===== src/rtl/fma16_pkg.sv =====
// Shared constants, rounding-mode encoding and stage payload for the fp16 FMA back end.
package fma16_pkg;

  localparam int unsigned NF     = 10;
  localparam int unsigned EW     = 7;
  localparam int unsigned EXPW   = 5;
  localparam int unsigned SUMW   = 36;
  localparam int unsigned BIAS   = 15;
  localparam int unsigned EMAX   = 31;
  localparam int unsigned NFLAGS = 3;

  localparam int unsigned FLAG_NX = 0;
  localparam int unsigned FLAG_UF = 1;
  localparam int unsigned FLAG_OF = 2;

  typedef enum logic [1:0] {
    RZ  = 2'b00,
    RNE = 2'b01,
    RM  = 2'b10,
    RP  = 2'b11
  } rmode_t;

  // Normalised operand held between the normalise and round stages
  typedef struct packed {
    logic          sign;
    logic [EW-1:0] exp;
    logic [NF:0]   sig;
    logic          guard;
    logic          sticky;
    logic          zero;
    logic          zsign;
    rmode_t        rmode;
  } s1_t;

endpackage


===== src/rtl/fma16_lzc.sv =====
// Combinational leading-zero counter; returns W when the input is all zeros.
module fma16_lzc #(
  parameter int unsigned W  = 35,
  parameter int unsigned CW = $clog2(W + 1)
) (
  input  logic [W-1:0]  a_i,
  output logic [CW-1:0] cnt_o
);

  // Ascending scan: the highest set bit is the last one to write the count
  always_comb begin
    cnt_o = CW'(W);
    for (int unsigned i = 0; i < W; i++) begin
      if (a_i[i]) cnt_o = CW'(W - 1 - i);
    end
  end

endmodule


===== src/rtl/fma16_postnorm.sv =====
// fp16 FMA back end: normalise the raw sum magnitude, round to binary16 and raise IEEE flags.
// Two pipeline stages with valid/ready on both sides.
module fma16_postnorm
  import fma16_pkg::*;
(
  input  logic              clk,
  input  logic              reset_n,
  input  logic              in_valid,
  output logic              in_ready,
  input  logic              Ss,
  input  logic [EW-1:0]     Se,
  input  logic [SUMW-1:0]   Sm,
  input  logic              ASticky,
  input  logic              ZeroSign,
  input  logic [1:0]        RoundMode,
  output logic              out_valid,
  input  logic              out_ready,
  output logic [15:0]       Result,
  output logic [NFLAGS-1:0] Flags
);

  localparam int unsigned XW  = EW + 2;
  localparam int unsigned SHW = $clog2(SUMW + 1);
  localparam int unsigned LZW = SUMW - 1;
  localparam int unsigned GB  = SUMW - 3 - NF;
  localparam int unsigned RW  = EW + NF + 1;
  localparam int unsigned EXW = EW + 1;
  localparam logic [EW-1:0] SE_MAX = {1'b0, {(EW-1){1'b1}}};

  logic              s1_v_q, s2_v_q;
  s1_t               s1_q, s1_d;
  logic [15:0]       result_q, res_d;
  logic [NFLAGS-1:0] flags_q, flags_d;
  logic              s2_load;

  logic [SHW-1:0]        lz;
  logic signed [XW-1:0]  se_x, diff;
  logic [XW-1:0]         rsub;
  logic                  use_r, se_pos, shout;
  logic [SHW-1:0]        sh_r, sh_l;
  logic [EW-1:0]         e_n;
  logic [SUMW-1:0]       norm, rmask;

  fma16_lzc #(.W(LZW), .CW(SHW)) u_lzc (
    .a_i   (Sm[LZW-1:0]),
    .cnt_o (lz)
  );

  // Stage 1: pick shift direction/amount so the leading one lands on bit SUMW-2 or E clamps to 0
  always_comb begin
    se_x   = {{(XW-EW){Se[EW-1]}}, Se};
    diff   = se_x - $signed({{(XW-SHW){1'b0}}, lz});
    rsub   = XW'(1) - $unsigned(se_x);
    se_pos = ~Se[EW-1] & (|Se);
    use_r  = 1'b0;
    sh_r   = '0;
    sh_l   = '0;
    e_n    = '0;
    if (Sm[SUMW-1] && !Se[EW-1]) begin
      use_r = 1'b1;
      sh_r  = SHW'(1);
      e_n   = (Se == SE_MAX) ? Se : Se + EW'(1);
    end else if (!Sm[SUMW-1] && !diff[XW-1] && (|diff)) begin
      sh_l = lz;
      e_n  = EW'(diff);
    end else if (!Sm[SUMW-1] && se_pos) begin
      sh_l = SHW'(Se - EW'(1));
    end else begin
      use_r = 1'b1;
      sh_r  = (rsub > XW'(SUMW)) ? SHW'(SUMW) : SHW'(rsub);
    end

    norm  = use_r ? (Sm >> sh_r) : (Sm << sh_l);
    rmask = ~({SUMW{1'b1}} << sh_r);
    shout = use_r & (|(Sm & rmask));

    s1_d.sign   = Ss;
    s1_d.exp    = e_n;
    s1_d.sig    = norm[SUMW-2 -: NF+1];
    s1_d.guard  = norm[GB];
    s1_d.sticky = ASticky | shout | (|norm[GB-1:0]);
    s1_d.zero   = ~(|Sm) & ~ASticky;
    s1_d.zsign  = ZeroSign;
    s1_d.rmode  = rmode_t'(RoundMode);
  end

  logic           nx, inc, of, inf_sel;
  logic [RW-1:0]  rnd;
  logic [EXW-1:0] e_r;

  // Stage 2: round on {exp,frac} so a fraction carry bumps the exponent for free
  always_comb begin
    nx  = s1_q.guard | s1_q.sticky;
    inc = 1'b0;
    case (s1_q.rmode)
      RZ:  inc = 1'b0;
      RNE: inc = s1_q.guard & (s1_q.sig[0] | s1_q.sticky);
      RM:  inc = s1_q.sign & nx;
      RP:  inc = ~s1_q.sign & nx;
    endcase
    rnd     = {1'b0, s1_q.exp, s1_q.sig[NF-1:0]} + RW'(inc);
    e_r     = rnd[RW-1:NF];
    of      = (e_r >= EXW'(EMAX));
    inf_sel = (s1_q.rmode == RNE) | ((s1_q.rmode == RP) & ~s1_q.sign) |
              ((s1_q.rmode == RM) & s1_q.sign);

    res_d            = {s1_q.sign, e_r[EXPW-1:0], rnd[NF-1:0]};
    flags_d          = '0;
    flags_d[FLAG_NX] = nx;
    flags_d[FLAG_UF] = (s1_q.exp == '0) & nx;
    if (s1_q.zero) begin
      res_d   = {s1_q.zsign, (EXPW+NF)'(0)};
      flags_d = '0;
    end else if (of) begin
      res_d            = inf_sel ? {s1_q.sign, {EXPW{1'b1}}, {NF{1'b0}}}
                                 : {s1_q.sign, {(EXPW-1){1'b1}}, 1'b0, {NF{1'b1}}};
      flags_d          = '0;
      flags_d[FLAG_OF] = 1'b1;
      flags_d[FLAG_NX] = 1'b1;
    end
  end

  assign s2_load  = ~s2_v_q | out_ready;
  assign in_ready = reset_n & (~s1_v_q | s2_load);

  always_ff @(posedge clk) begin
    if (!reset_n) begin
      s1_v_q   <= 1'b0;
      s2_v_q   <= 1'b0;
      s1_q     <= '0;
      result_q <= '0;
      flags_q  <= '0;
    end else begin
      if (~s1_v_q | s2_load) begin
        s1_v_q <= in_valid;
        if (in_valid) s1_q <= s1_d;
      end
      if (s2_load) begin
        s2_v_q <= s1_v_q;
        if (s1_v_q) begin
          result_q <= res_d;
          flags_q  <= flags_d;
        end
      end
    end
  end

  assign out_valid = s2_v_q;
  assign Result    = result_q;
  assign Flags     = flags_q;

endmodule


===== config.mk =====
export PLATFORM = sky130hd
export DESIGN_NAME = fma16_postnorm
export DESIGN_NICKNAME = d
export VERILOG_FILES = /design/src/rtl/fma16_pkg.sv /design/src/rtl/fma16_lzc.sv /design/src/rtl/fma16_postnorm.sv
export SDC_FILE = /design/constraint.sdc
export NUM_CORES = 1
export LEC_CHECK = 0
export BUFFER_PORTS_ARGS = -buffer_cell sky130_fd_sc_hd__buf_2
export CAP_MARGIN = 20
export CORE_MARGIN = 3
export CORE_UTILIZATION = 56
export DETAILED_ROUTE_END_ITERATION = 6
export PLACE_DENSITY = 0.79
export SYNTH_ARGS = -nofsm -noshare
export SYNTH_HDL_FRONTEND = slang
export SYNTH_SLANG_ARGS = --single-unit

===== constraint.sdc =====
create_clock -name clk -period 5.35 [get_ports clk]
set_input_delay 0 -clock clk [delete_from_list [all_inputs] [get_ports clk]]
set_output_delay 0 -clock clk [all_outputs]
set_load 0.02 [all_outputs]

==> results.json <==
{
  "async_flop_share_pct": 0,
  "worst_pin_slew_ns": 1.08,
  "area_delta_synth_final_pct": 32.2,
  "finalCriticalPeriod_ns": 5.25,
  "antenna_found_initial": 1,
  "place_ws_ns": -0.357,
  "hpwl_um": 29700,
  "p_int_mw": 1.04,
  "fin_skew_ns": 0.00503,
  "startpoint_type": "input port",
  "clock_power_share_pct": 19.5,
  "path_clk_slew_ns": 0.06,
  "switching_share_pct": 44.3,
  "yosysSeqAreaShare_pct": 11.1,
  "finalSetupViolCount": 0,
  "ys_types": 94,
  "hold_ws_ns": 0.0104,
  "die_area_um2": 16000,
  "io_pins": 73,
  "die_x_um": 126,
  "critPathArrivalTime_ns": 5.40,
  "comb_power_share_pct": 60.4,
  "clock_sinks": 45,
  "final_cell_mix": "225 x buf_4, 128 x a21oi_1, 119 x nor2_1",
  "overflow": 0,
  "fin_cells": 1615,
  "htree_levels": 2,
  "setup_slack_ns": 0.0971,
  "hold_path.class": "input port to flip-flop",
  "die_h_um": 126,
  "required_ns": 5.50,
  "ys_warn_count": 0,
  "wl_um": 39800,
  "mostFrequentLayoutCell": "buf_4",
  "maxCapViolCount": 0,
  "crit_path_max_fanout": 8,
  "slew-limit-headroom_pct": 28.2,
  "nNetsFinal": 1501,
  "synth_top_flop_cell": "dfxtp_1",
  "drv_slew": 0,
  "final_layout_size_suffix_gt1_share_pct": 29.4,
  "grt_pass1_vias": 10800,
  "worstSkewPairLatency_ns": 0.29,
  "status": "finished with violations",
  "synth_cells": 1222,
  "tns_ns": 0,
  "totalPowerFinal_mw": 1.86,
  "ir_worst_vdd_mv": 0.144,
  "grt_max_degree": 38,
  "synth_area_um2": 8110,
  "vias_per_cell": 7.24,
  "syn_nets": 1290,
  "ys_ff_latch": 45,
  "core_area_um2": 14000,
  "multiInputGateArea_um2": 6920,
  "critPathCaptureType": "flip-flop",
  "io_buffers": 72,
  "min_period_over_period_pct": 98.2,
  "start_util_pct": 57.8,
  "violations": "design-rule violations",
  "p_leak_nw": 4.47,
  "tritoncts": "built",
  "drt_iter0_drc": 2278,
  "drc": 13,
  "p_switching_mw": 0.824,
  "track_usage_pct": 46.6,
  "power_frac_seq_pct": 20.2,
  "power_per_cell_area_nw_per_um2": 173,
  "cts-root-buf": "clkbuf_16",
  "gp_congestion": 1.10,
  "drtPass1Iterations": 7,
  "critical_path_class": "input port to flip-flop",
  "hold_viol": 0,
  "dpl.cell_count": 1595,
  "routedWlPerCell_um": 24.6,
  "avgSynthCellArea_um2": 6.64,
  "synth-edff-count": 0,
  "grt_pass1_wl_um": 59300,
  "max_freq_ghz": 0.190,
  "placementRows": 43,
  "vias": 11700,
  "fillers": 1066,
  "antenna_left": 0,
  "clockBufferDepth": 2,
  "seq_area_um2": 901,
  "cts_buffers": 5
}
[logic make-up after synthesis]
family,after synthesis,synth area share (%)
AO/OA/AOI/OAI,468,39.0
XOR/XNOR,25,2.70
adder cells (fa/ha/maj),16,2.56
buffers and inverters,151,8.18
flip-flops,45,11.1
multiplexers,89,11.3
AND/OR/NAND/NOR,428,25.1
[power by group through the flow]
stage	Combinational, mW	Clock (mW)	Sequential (mW)
2_1_floorplan	0.583	0	0.385
3_3_place_gp	1.00	0	0.380
3_5_place_dp	1.01	0	0.381
4_1_cts	1.02	0.356	0.374
5_1_grt	1.18	0.370	0.377
6_report	1.12	0.362	0.375
[stage by stage]
step | instance area [µm²] | util, %
final | 10700 | 76.4
after global routing | 10700 | 76.4
after CTS | 10300 | 73.5
after detailed placement | 10100 | 71.9
after global placement | 10100 | 71.9
after floorplan | 8110 | -
[routing by layer]
metal | part of all wire (%) | GRT usage, %
met2 | 43 | 71.5
met5 | 0 | 0
met1 | 35 | 60.2
met4 | 7.6 | 26.1
met3 | 14 | 10.5
[repair_timing]
action                                  4_1_cts  5_1_grt
gates resized for setup                       1       79
buffers inserted                              0        6
hold endpoints to repair                      4        0
gates cloned                                  0        1
endpoints found under the setup margin        2       12
hold buffers                                  4        0
pin swaps                                     0       20
[sequential cells by signal, summed over array words and instances, names as in the netlist]
signal     cells
s1_q          24
Result        16
Flags          3
out_valid      1
s1_v_q         1
[critical path, cell delays in order]
cell	delay, ns
buf_2	0.13
buf_4	0.15
nor4_1	0.33
o311a_1	0.22
o21ai_0	0.12
a21oi_1	0.28
inv_1	0.18
fa_1	0.44
a211oi_2	0.24
buf_4	0.16
o211ai_1	0.13
o2111ai_2	0.14
or4b_4	0.54
buf_8	0.17
and4_4	0.21
nor2_4	0.16
buf_6	0.15
buf_6	0.13
buf_4	0.17
mux2i_4	0.25
mux2i_1	0.10
mux2i_1	0.23
mux2i_1	0.14
mux2_2	0.30
a211oi_1	0.22
nor3_1	0.09
[worst paths after layout]
path	from	to	slack (ns)	depth (start not counted)
worst max-delay path	Sm[17]	s1_q[12]$_SDFFE_PN0P_	0.1	26
worst min-delay path	ZeroSign	s1_q[2]$_SDFFE_PN0P_	0.01	3
worst max register to register	s1_q[1]$_SDFFE_PN0P_	Result[7]$_SDFFE_PN0P_	0.74	19
worst min register to register	Result[1]$_SDFFE_PN0P_	Result[1]$_SDFFE_PN0P_	0.48	2
[cells in the mapped netlist, types with 15 or more instances]
cell | number | share of area, %
a211oi_1 | 33 | 3.1
a21oi_1 | 134 | 8.3
a22oi_1 | 15 | 1.4
a31oi_1 | 25 | 1.9
buf_2 | 23 | 1.4
clkbuf_1 | 72 | 3.3
dfxtp_1 | 45 | 11
ha_1 | 15 | 2.3
inv_1 | 35 | 1.6
mux2i_1 | 77 | 9.5
nand2_1 | 115 | 5.3
nand3_1 | 65 | 4.0
nor2_1 | 121 | 5.6
nor3_1 | 39 | 2.4
o211ai_1 | 21 | 1.9
o21ai_0 | 71 | 4.4
o21ai_1 | 18 | 1.1
[final cells by class]
cell class | count | share of cell area [%]
clock buffers | 6 | 1.20
diodes | 1 | 0.0233
well taps | 180 | 2.10
repair buffers | 318 | 22.1
clock inverters | 2 | 0.362
multi-input cells | 1026 | 64.5
flip-flops and latches | 45 | 8.40
inverters | 37 | 1.29
Power figures use the tool's default switching activity.
